`config.mk`:
```
export PLATFORM = sky130hd
export DESIGN_NAME = spi_arb_flat
export DESIGN_NICKNAME = d
export VERILOG_FILES = /design/src/rtl/spi_arb_if.sv /design/src/rtl/spi_arb.sv /design/src/flat_wrapper.sv
export SDC_FILE = /design/constraint.sdc
export NUM_CORES = 1
export LEC_CHECK = 0
export ABC_CLOCK_PERIOD_IN_PS = 2950
export CAP_MARGIN = 20
export CORE_MARGIN = 2
export CORE_UTILIZATION = 48
export DETAILED_ROUTE_END_ITERATION = 10
export PLACE_DENSITY_LB_ADDON = 0.08
export SYNTH_ARGS = -nofsm -noshare
export SYNTH_HDL_FRONTEND = slang
export SYNTH_SLANG_ARGS = --single-unit
```
`constraint.sdc`:
```
create_clock -name clk -period 2.95 [get_ports clk]
set_clock_uncertainty 0.05 [all_clocks]
set_input_delay 0.295 -clock clk [delete_from_list [all_inputs] [get_ports clk]]
set_output_delay 0.295 -clock clk [all_outputs]
set_load 0.05 [all_outputs]
```
`src/rtl/spi_arb_if.sv`:
```
// Requester / SPI-master side bundle of the SPI arbiter.
// The master modport is the arbiter's view; slave is the environment's.
interface spi_arb_if;
  logic        req0;
  logic [15:0] cmd0;
  logic        req1;
  logic [15:0] cmd1;
  logic        gnt0;
  logic        gnt1;
  logic        done0;
  logic        done1;
  logic [15:0] rd_data;
  logic        err;
  logic        spi_wrt;
  logic [15:0] spi_cmd;
  logic        spi_done;
  logic [15:0] spi_rd_data;
  logic        spi_ss_n;
  logic        ss0_n;
  logic        ss1_n;

  modport master (
    input  req0,
    input  cmd0,
    input  req1,
    input  cmd1,
    input  spi_done,
    input  spi_rd_data,
    input  spi_ss_n,
    output gnt0,
    output gnt1,
    output done0,
    output done1,
    output rd_data,
    output err,
    output spi_wrt,
    output spi_cmd,
    output ss0_n,
    output ss1_n
  );

  modport slave (
    output req0,
    output cmd0,
    output req1,
    output cmd1,
    output spi_done,
    output spi_rd_data,
    output spi_ss_n,
    input  gnt0,
    input  gnt1,
    input  done0,
    input  done1,
    input  rd_data,
    input  err,
    input  spi_wrt,
    input  spi_cmd,
    input  ss0_n,
    input  ss1_n
  );
endinterface

```
`src/rtl/spi_arb.sv`:
```
// Round-robin arbiter sharing one 16-bit SPI master between two requesters,
// with an inter-transaction gap, slave-select routing and a watchdog.
module spi_arb #(
  parameter int GAP  = 4,
  parameter int TO_W = 12
) (
  input logic      clk,
  input logic      rst_n,
  spi_arb_if.master bus
);

  localparam logic [1:0] ST_IDLE = 2'd0;
  localparam logic [1:0] ST_BUSY = 2'd1;
  localparam logic [1:0] ST_GAP  = 2'd2;

  localparam int GW = (GAP > 1) ? $clog2(GAP) : 1;
  localparam logic [GW-1:0] GAP_LAST = GW'(GAP - 1);

  logic [1:0]      state;
  logic            last;
  logic [TO_W-1:0] wd;
  logic [GW-1:0]   gcnt;
  logic            wrt_q;
  logic            gnt0_q;
  logic            gnt1_q;
  logic            done0_q;
  logic            done1_q;
  logic            err_q;
  logic [15:0]     cmd_q;
  logic [15:0]     rd_q;

  logic any_req;
  logic pick1;
  logic fin;
  logic tmo;
  logic go;

  always_comb begin
    any_req = bus.req0 | bus.req1;
    pick1   = bus.req1 & (~bus.req0 | ~last);
    fin     = done0_q | done1_q | err_q;
    tmo     = &wd;
    // The last GAP cycle doubles as IDLE entry, so requests are seen there
    go      = any_req &
              ((state == ST_IDLE) |
               ((state == ST_GAP) & (gcnt == GAP_LAST)));
  end

  always_ff @(posedge clk or negedge rst_n) begin
    if (!rst_n) begin
      state   <= ST_IDLE;
      last    <= 1'b1;
      wd      <= '0;
      gcnt    <= '0;
      wrt_q   <= 1'b0;
      gnt0_q  <= 1'b0;
      gnt1_q  <= 1'b0;
      done0_q <= 1'b0;
      done1_q <= 1'b0;
      err_q   <= 1'b0;
      cmd_q   <= 16'h0000;
      rd_q    <= 16'h0000;
    end else begin
      wrt_q   <= 1'b0;
      done0_q <= 1'b0;
      done1_q <= 1'b0;
      err_q   <= 1'b0;
      if (go) begin
        cmd_q  <= pick1 ? bus.cmd1 : bus.cmd0;
        gnt0_q <= ~pick1;
        gnt1_q <= pick1;
        last   <= pick1;
        wrt_q  <= 1'b1;
        wd     <= '0;
        state  <= ST_BUSY;
      end else begin
        unique case (state)
          ST_IDLE: state <= ST_IDLE;
          ST_BUSY: begin
            wd <= wd + 1'b1;
            // Grant is held through the done/err cycle, then released
            if (fin) begin
              gnt0_q <= 1'b0;
              gnt1_q <= 1'b0;
              gcnt   <= '0;
              state  <= ST_GAP;
            end else if (bus.spi_done) begin
              rd_q    <= bus.spi_rd_data;
              done0_q <= gnt0_q;
              done1_q <= gnt1_q;
            end else if (tmo) begin
              err_q <= 1'b1;
            end
          end
          ST_GAP: begin
            if (gcnt == GAP_LAST) state <= ST_IDLE;
            else gcnt <= gcnt + 1'b1;
          end
          default: state <= ST_IDLE;
        endcase
      end
    end
  end

  assign bus.gnt0    = gnt0_q;
  assign bus.gnt1    = gnt1_q;
  assign bus.done0   = done0_q;
  assign bus.done1   = done1_q;
  assign bus.err     = err_q;
  assign bus.spi_wrt = wrt_q;
  assign bus.spi_cmd = cmd_q;
  assign bus.rd_data = rd_q;
  assign bus.ss0_n   = gnt0_q ? bus.spi_ss_n : 1'b1;
  assign bus.ss1_n   = gnt1_q ? bus.spi_ss_n : 1'b1;

endmodule
```
`src/flat_wrapper.sv`:
```
// flat-port wrapper written by rule: the top's interface ports become plain ports
module spi_arb_flat 
#(
  parameter int GAP  = 4,
  parameter int TO_W = 12
)
  (clk, rst_n, bus_req0, bus_cmd0, bus_req1, bus_cmd1, bus_spi_done, bus_spi_rd_data, bus_spi_ss_n, bus_gnt0, bus_gnt1, bus_done0, bus_done1, bus_rd_data, bus_err, bus_spi_wrt, bus_spi_cmd, bus_ss0_n, bus_ss1_n);
  spi_arb_if bus_i ();
  input logic clk;
  input logic rst_n;
  input wire logic [$bits(bus_i.req0)-1:0] bus_req0;
  input wire logic [$bits(bus_i.cmd0)-1:0] bus_cmd0;
  input wire logic [$bits(bus_i.req1)-1:0] bus_req1;
  input wire logic [$bits(bus_i.cmd1)-1:0] bus_cmd1;
  input wire logic [$bits(bus_i.spi_done)-1:0] bus_spi_done;
  input wire logic [$bits(bus_i.spi_rd_data)-1:0] bus_spi_rd_data;
  input wire logic [$bits(bus_i.spi_ss_n)-1:0] bus_spi_ss_n;
  output wire logic [$bits(bus_i.gnt0)-1:0] bus_gnt0;
  output wire logic [$bits(bus_i.gnt1)-1:0] bus_gnt1;
  output wire logic [$bits(bus_i.done0)-1:0] bus_done0;
  output wire logic [$bits(bus_i.done1)-1:0] bus_done1;
  output wire logic [$bits(bus_i.rd_data)-1:0] bus_rd_data;
  output wire logic [$bits(bus_i.err)-1:0] bus_err;
  output wire logic [$bits(bus_i.spi_wrt)-1:0] bus_spi_wrt;
  output wire logic [$bits(bus_i.spi_cmd)-1:0] bus_spi_cmd;
  output wire logic [$bits(bus_i.ss0_n)-1:0] bus_ss0_n;
  output wire logic [$bits(bus_i.ss1_n)-1:0] bus_ss1_n;
  assign bus_i.req0 = bus_req0;
  assign bus_i.cmd0 = bus_cmd0;
  assign bus_i.req1 = bus_req1;
  assign bus_i.cmd1 = bus_cmd1;
  assign bus_i.spi_done = bus_spi_done;
  assign bus_i.spi_rd_data = bus_spi_rd_data;
  assign bus_i.spi_ss_n = bus_spi_ss_n;
  assign bus_gnt0 = bus_i.gnt0;
  assign bus_gnt1 = bus_i.gnt1;
  assign bus_done0 = bus_i.done0;
  assign bus_done1 = bus_i.done1;
  assign bus_rd_data = bus_i.rd_data;
  assign bus_err = bus_i.err;
  assign bus_spi_wrt = bus_i.spi_wrt;
  assign bus_spi_cmd = bus_i.spi_cmd;
  assign bus_ss0_n = bus_i.ss0_n;
  assign bus_ss1_n = bus_i.ss1_n;
  spi_arb #(.GAP(GAP), .TO_W(TO_W)) u_core (.clk(clk), .rst_n(rst_n), .bus(bus_i));
endmodule
```
==> Word level (Yosys, flattened, before mapping) <==
Index checks and enable logic that the tools add are counted.
{ "totals": {"wordCells": 73, "input_bits": 54, "out_inout_bits": 40, "ff_bits": 55} }
{ "op_classes": {"n_addsub": 2, "n_eq_ne": 7, "n_reduce_logical": 9, "n_bitwise": 13, "muxes": 30} }
{ "op_table": {"columns": ["op", "count"], "rows": [
  ["$mux 12", 2],
  ["$mux 1", 20],
  ["$mux 16", 1],
  ["$add 12x1->12 const B", 1],
  ["$reduce_and 12->1", 1],
  ["$mux 2", 5],
  ["$pmux 2 s2", 2],
  ["$reduce_and 4->1", 2],
  ["$reduce_bool 2->1", 3],
  ["$not 1->1", 5],
  ["$or 1x1->1", 5],
  ["$eq 2x2->1 const B", 2],
  ["$reduce_and 2->1", 2],
  ["$and 1x1->1", 3],
  ["$ne 3x1->1 const B", 1],
  ["$ne 3x2->1 const B", 1],
  ["$add 2x1->2 const B", 1],
  ["$eq 2x1->1 const B", 1],
  ["$logic_not 2->1", 1],
  ["$ne 2x1->1 const B", 1],
  ["$ne 2x2->1 const B", 1]
]} }

==> Logic depth before layout (Yosys ltp) <==
Gate-level depths: netlist of the first run.
{ "depth": {"word_depth": 6, "mapped_depth": 6, "ltp_nobuf": 4} }

==> Worst setup path before layout of the first run <==
No wires, ideal clock.
{ "synth_path": {"path_type": "register -> register", "startpoint": "reg u_core.done1_q (netlist: u_core.bus.done1)", "endpoint": "reg u_core.rd_q[10] (netlist: u_core.bus.rd_data[10])", "setup_time_ns": 0.125, "arrival_time_ns": 1.529, "stages_incl_launch_ff": 5, "t_required_ns": 2.775, "setup_slack_ns": 1.246, "path_buffers": 1, "synth_period_minus_slack_ns": 1.704, "path_cell_list": "dfrtp_1 > nor3_4 > nand3_4 > buf_6 > mux2_4"} }
{ "synth_via": {"elab_chain_len": 4} }
{ "synth_rtl": {"columns": ["item", "line_no", "text"], "rows": [
  ["start: declaration", "spi_arb.sv:27", "logic done1_q;"],
  ["start signal: assignment", "spi_arb.sv:90", "done1_q <= gnt1_q;"],
  ["$or 1x1->1 (2 in a row)", "spi_arb.sv:41", "fin = done0_q | done1_q | err_q;"],
  ["$not 1->1 (no line)", null, null],
  ["$reduce_and 4->1 (no line)", null, null],
  ["end signal: assignment", "spi_arb.sv:88", "rd_q <= bus.spi_rd_data;"],
  ["end: declaration", "spi_arb.sv:30", "logic [15:0] rd_q;"]
]} }
Every way passes these cells.
A chain may end at the register's enable or synchronous reset.

==> Worst setup path in the final report of the first run <==
{ "layout_path": {"startpoint": "in bus_spi_ss_n", "endpoint": "out bus_ss0_n"} }
{ "layout_via": {"elab_chain_len": 1} }
{ "layout_rtl": {"columns": ["item", "line_no", "text"], "rows": [
  ["start: declaration", "flat_wrapper.sv:17", "input wire logic [$bits(bus_i.spi_ss_n)-1:0] bus_spi_ss_n;"],
  ["$mux 1", "spi_arb.sv:113", "assign bus.ss0_n = gnt0_q ? bus.spi_ss_n : 1'b1;"],
  ["end: declaration", "flat_wrapper.sv:26", "output wire logic [$bits(bus_i.ss0_n)-1:0] bus_ss0_n;"]
]} }
Every way passes these cells.

==> results of run 1 <==
## state kept, by name (all words and copies together), names as in the netlist
| signal | cells |
|---|---|
| u_core.bus.rd_data | 16 |
| u_core.bus.done1 | 1 |
| u_core.bus.gnt0 | 1 |
| u_core.bus.spi_cmd | 16 |
| u_core.last | 1 |
| u_core.bus.done0 | 1 |
| u_core.bus.gnt1 | 1 |
| u_core.bus.err | 1 |
| u_core.wd | 12 |
| u_core.state | 2 |
| u_core.bus.spi_wrt | 1 |
| u_core.gcnt | 2 |
## per-stage QoR
step                      hold slack, ns   util  instances  instance area (sq um)  power [mW]
after floorplan                  -0.0506      -        191                   2630        2.99
after global placement             0.211  0.691        350                   3600        3.70
after detailed placement           0.215  0.691        350                   3600        3.72
after CTS                          0.417  0.713        358                   3710        4.22
after global routing               0.455  0.713        358                   3710        4.39
final                              0.403  0.713        358                   3710        4.17
## placed cells by master, fill, tap and decap left out, drive strengths merged, types with 3 or more instances in the layout
cell,count
clkdlybuf4s50,92
dfrtp,54
mux2,49
a21oi,9
o21ai,7
nand2,6
o31ai,6
nor2,5
inv,5
or3,5
or4,5
clkbuf,5
buf,5
nand2b,4
nand3b,3
nand3,3
nand4,3
## critical path: cells and delay by family
family	cells	cell delay [ns]
AND/OR/NAND/NOR	1	0.09
buffers and inverters	2	1.26
## path summary, 6_finish.rpt
path	start	end	cells after the start
max reg2reg	u_core.last	u_core.bus.spi_cmd[5]	4
min in group clk	u_core.gcnt[0]	u_core.gcnt[0]	1
min	rst_n	u_core.bus.spi_wrt	2
max in group asynchronous	rst_n	u_core.last	3
min reg2reg	u_core.gcnt[0]	u_core.gcnt[0]	1
max	bus_spi_ss_n	bus_ss0_n	3
## routing by layer
metal	track usage	vias up	part of all wire
met5	0	-	0
met4	0.0509	0	0.012
met3	0.0593	6	0.060
met2	0.334	47	0.51
met1	0.244	912	0.41
li1	-	893	-
## cell families after synthesis
group,Yosys count,synth area share
DFF,55,0.525
muxes,51,0.249
and+or+nand+nor,42,0.113
AOI/OAI and AO/OA,26,0.0615
buffers and inverters,13,0.0353
xor gates and xnor gates,2,0.00667
adders and majority gates,2,0.00953
## area by class of cell
type,instances,area [sq um]
Timing Repair Buffer,98,966
Sequential cell,55,1380
Tap cell,70,87.6
Inverter,5,18.8
Multi-Input combinational cell,123,1160
Fill cell,394,1490
Clock buffer,5,68.8
Clock inverter,2,37.5
## timing repair
action	4_1_cts	5_1_grt
buffers inserted	0	0
hold buffers	1	0
gates resized for setup	0	0
hold endpoints to repair	19	0
## power breakdown
part	switching (mW)	leakage (nW)	total, mW	internal [mW]
Combinational	1.40	0.829	2.41	1.01
Clock	0.233	0.0502	0.482	0.248
Sequential	0.214	0.680	1.28	1.07
Total	1.85	1.56	4.17	2.32
==> run_results.csv, run 1 <==
group,metric,value,unit
status,outcome,"complete, no violations",
logic_synthesis,synth_edf_count,0,
floorplan,start_util,0.505,
finish,drive_above_1_share,0.247,
sta,finalMaxSlewViolations,0,
sta,slew_headroom,0.648,
sta,tightest_slew,0.526,ns
drt,drc,0,
cts,cts_root_buffer,"clkbuf_8",
placed_design,preCtsSetupSlack,0.714,ns
logic_synthesis,netlist_top_cells_area,"dfrtp_1 (51%), mux2_4 (13%), mux2_2 (12%), a21oi_1 (1.7%), o31ai_1 (1.7%)",
cts,cts_sinks,55,
global_route,grt.overflow.total,0,
global_route,antenna_found_initial,0,
logic_synthesis,yosysTopAreaCell,"dfrtp_1",
cts,clk_path_buf_depth,2,
logic_synthesis,synth.net_count,247,
setup_path,required,2.61,ns
setup_path,worstPathArrival,1.65,ns
finish,syn2layout_area_growth,41.4,%
sta,max_freq,0.502,GHz
drt,ant_nets,0,
power,p_leak,1.56,nW
cts,cts_tree,"built",
drt,wl,5490,um
power,powerDensity,1120,mW/mm^2
logic_synthesis,ys_async_sr_fraction,1.00,
finish,num_antenna_cells,0,
setup_path,worstPathMaxFanout,2,
cts,cts_inserted_buffers,5,
logic_synthesis,yosys-top-cells-count,"dfrtp_1 (54), mux2_2 (27), mux2_4 (22)",
setup_path,crit_chain,"clkdlybuf4s50_1 > nand2b_1 > clkdlybuf4s50_1",
global_route,grt_first_pass_wirelength,9420,um
sta,setup-violations-final,0,
setup_path,end_kind,"primary output",
cts,htree_levels,2,
hold_path,hold_path.class,"in -> async",
global_route,track_usage,0.196,
flow_run,max_cap_viol_count,0,
setup_path,cp-start-kind,"input port",
power,vdd_drop_max,0.000925,V
sta,setup_ws,0.960,ns
logic_synthesis,synth.distinct_cells,37,
logic_synthesis,synth-seq-cells,55,
setup_path,path_class,"in -> out",
cts,clk_pin_slew,0.10,ns
logic_synthesis,ys.flop_type,"dfrtp_1",
sta,grt_setup_unrepaired,"false",
placed_design,port_buffers,93,
setup_path,reg2reg_slack,1.15,ns
global_route,grt_max_degree,37,
logic_synthesis,yosysTopAreaCellShare,0.515,
floorplan,fp.dieW,78.0,um
sta,setup-tns-final,0,ns
setup_path,cpPeakStageDelay,0.80,ns
sta,fin_crit,1.99,ns
drt,drtIter0Drc,72,
drt,via_count,1858,
setup_path,slowest_stage,"clkdlybuf4s50_1",
drt,dr.pass1.iters,4,
drt,routed_via_density,5.19,
floorplan,core_area,0.00520,sq mm
sta,final-hold-violation-count,0,
logic_synthesis,yosysWarnings,0,
drt,wl_per_cell,15.3,um
sta,finalCritPeriodShare,0.675,
logic_synthesis,yosysMostFrequentCell,"dfrtp_1",
cts,clk_latency,0.30,ns
logic_synthesis,syn-cell-area,0.00263,sq mm
finish,final_nets,344,
floorplan,die_area,0.00608,sq mm
floorplan,pin_count,94,
logic_synthesis,synthCells,191,
logic_synthesis,syn_avg_cell_area,13.8,sq um
global_route,grt_pass1_vias,1951,
floorplan,rows,26,
setup_path,worst_path_most_repeated_cell,"clkdlybuf4s50_1",
logic_synthesis,yosysSeqAreaShare,0.525,
floorplan,die_h,78.0,um
placed_design,dp_hpwl,4110,um
placed_design,routabilityCongestion,0.748,
Power figures use the tool's default switching activity.
==> inputs of run 2 (changes only) <==
ABC_CLOCK_PERIOD_IN_PS = 1950   (was 2950)
CORE_UTILIZATION = 45   (was 48)
clock period = 1.95 ns   (was 2.95 ns; I/O delays follow)
==> run_results.csv, run 2 (synthesis results as in run 1) <==
group,metric,value,unit
status,outcome,"complete, no violations",
drt,wl_per_cell,15.5,um
drt,wl,5680,um
cts,cts_inserted_buffers,5,
finish,drive_above_1_share,0.271,
sta,finalCritPeriodShare,0.920,
floorplan,rows,27,
finish,n_fill_cell,429,
global_route,track_usage,0.192,
floorplan,die_h,80.4,um
finish,final_nets,350,
global_route,grt_first_pass_wirelength,9370,um
setup_path,worstPathArrival,1.55,ns
sta,setup-tns-final,0,ns
global_route,grt_pass1_vias,2014,
setup_path,worstPathMaxFanout,2,
floorplan,core_area,0.00557,sq mm
drt,ant_nets,0,
drt,drtIter0Drc,74,
global_route,grt_max_degree,25,
sta,final-hold-violation-count,0,
setup_path,slowest_stage,"clkdlybuf4s50_1",
floorplan,fp.dieW,80.4,um
cts,htree_levels,2,
power,powerDensity,1710,mW/mm^2
setup_path,required,1.70,ns
finish,syn2layout_area_growth,43.8,%
global_route,use_met3,0.0618,
setup_path,cp-start-kind,"flop",
global_route,grt.met2_usage,0.329,
setup_path,r2r_start,"u_core.gcnt[0]",
cts,cts_sinks,55,
floorplan,die_area,0.00646,sq mm
drt,routed_via_density,5.13,
global_route,antenna_found_initial,0,
cts,cts_tree,"built",
sta,fin_crit,1.79,ns
finish,final_util,0.677,
cts,clk_pin_slew,0.11,ns
finish,mostFrequentLayoutCell,"clkdlybuf4s50_1",
placed_design,port_buffers,93,
setup_path,critPathTopFamily,"buffers and inverters",
setup_path,reg2reg_slack,0.25,ns
flow_run,max_cap_viol_count,0,
setup_path,worstReg2RegEnd,"u_core.bus.spi_cmd[7]",
global_route,grt.overflow.total,0,
finish,mostFrequentLayoutCells,"clkdlybuf4s50_1 (90), dfrtp_1 (54), mux2_2 (27)",
finish,num_antenna_cells,0,
setup_path,rr_worst_depth,5,
setup_path,crit_buf_inv,1,
floorplan,pin_count,94,
setup_path,end_kind,"primary output",
drt,via_count,1883,
cts,clk_path_buf_depth,2,
sta,max_freq,0.557,GHz
global_route,met1_usage,0.230,
power,vdd_drop_max,0.000971,V
drt,dr.pass1.iters,4,
sta,tightest_slew,0.533,ns
global_route,top_usage_layer,"met2",
setup_path,path_class,"reg -> out",
hold_path,hold_path.class,"in -> async",
power,p_leak,1.60,nW
placed_design,dp_hpwl,4240,um
cts,cts_root_buffer,"clkbuf_8",
sta,slew_headroom,0.644,
cts,clk_latency,0.31,ns
sta,setup-violations-final,0,
setup_path,crit_chain,"clkdlybuf4s50_1",
sta,finalMaxSlewViolations,0,
placed_design,routabilityCongestion,0.728,
floorplan,start_util,0.471,
sta,grt_setup_unrepaired,"false",
setup_path,cpPeakStageDelay,0.83,ns
drt,drc,0,
[run 2: what timing repair did]
| item | in CTS | in global routing |
|---|---|---|
| buffers inserted | 0 | 0 |
| gates resized for setup | 0 | 0 |
| endpoints found under the setup margin | 0 | 0 |
| endpoints found under the hold margin | 21 | 0 |
| hold buffers | 1 | 0 |
[run 2: worst max path at each step]
stage                startpoint                      to  cells past startpoint
6_report       u_core.bus.done0               bus_done0                      1
5_1_grt        u_core.bus.done0               bus_done0                      1
4_1_cts        u_core.bus.done0               bus_done0                      1
3_5_place_dp           bus_req1   u_core.bus.spi_cmd[7]                      5
3_3_place_gp           bus_req1   u_core.bus.spi_cmd[7]                      5
2_1_floorplan  u_core.bus.done1  u_core.bus.rd_data[10]                      4
[run 2: per-stage QoR]
step	cell area [sq um]	power, mW	std cells	worst slack (ns)	hold slack [ns]
after floorplan	2630	4.52	191	0.246	-0.151
after global placement	3650	5.69	358	0.0965	0.155
after detailed placement	3650	5.73	358	0.0673	0.151
after CTS	3780	6.52	367	0.133	0.338
after global routing	3780	6.79	367	0.101	0.377
final	3780	6.46	367	0.155	0.327
[run 2: report_power, final]
part	switching (mW)	internal (mW)
sequential	0.296	1.61
combinational	2.19	1.59
clock	0.388	0.387
total	2.87	3.59
[run 2: cell type report]
cell class / count / area (sq um) / area share
Sequential cell: 55 / 1380 / 0.365
Multi-Input combinational cell: 123 / 1160 / 0.306
Timing Repair Buffer: 104 / 1020 / 0.270
Tap cell: 72 / 90.1 / 0.0239
Clock buffer: 5 / 68.8 / 0.0182
Clock inverter: 3 / 46.3 / 0.0123
Inverter: 5 / 18.8 / 0.00497
[run 2: routing by layer]
metal / vias up / routed length (um) / share of wire
met5: - / 0 / 0
met4: 0 / 82 / 0.014
met3: 9 / 363 / 0.064
met2: 42 / 2880 / 0.51
met1: 937 / 2350 / 0.41
li1: 895 / - / -
==> inputs of run 3 (changes only) <==
CAP_MARGIN = not set   (was 20)
==> results of run 3 <==
Final layout, timing and power as in run 2 (identical DEF).
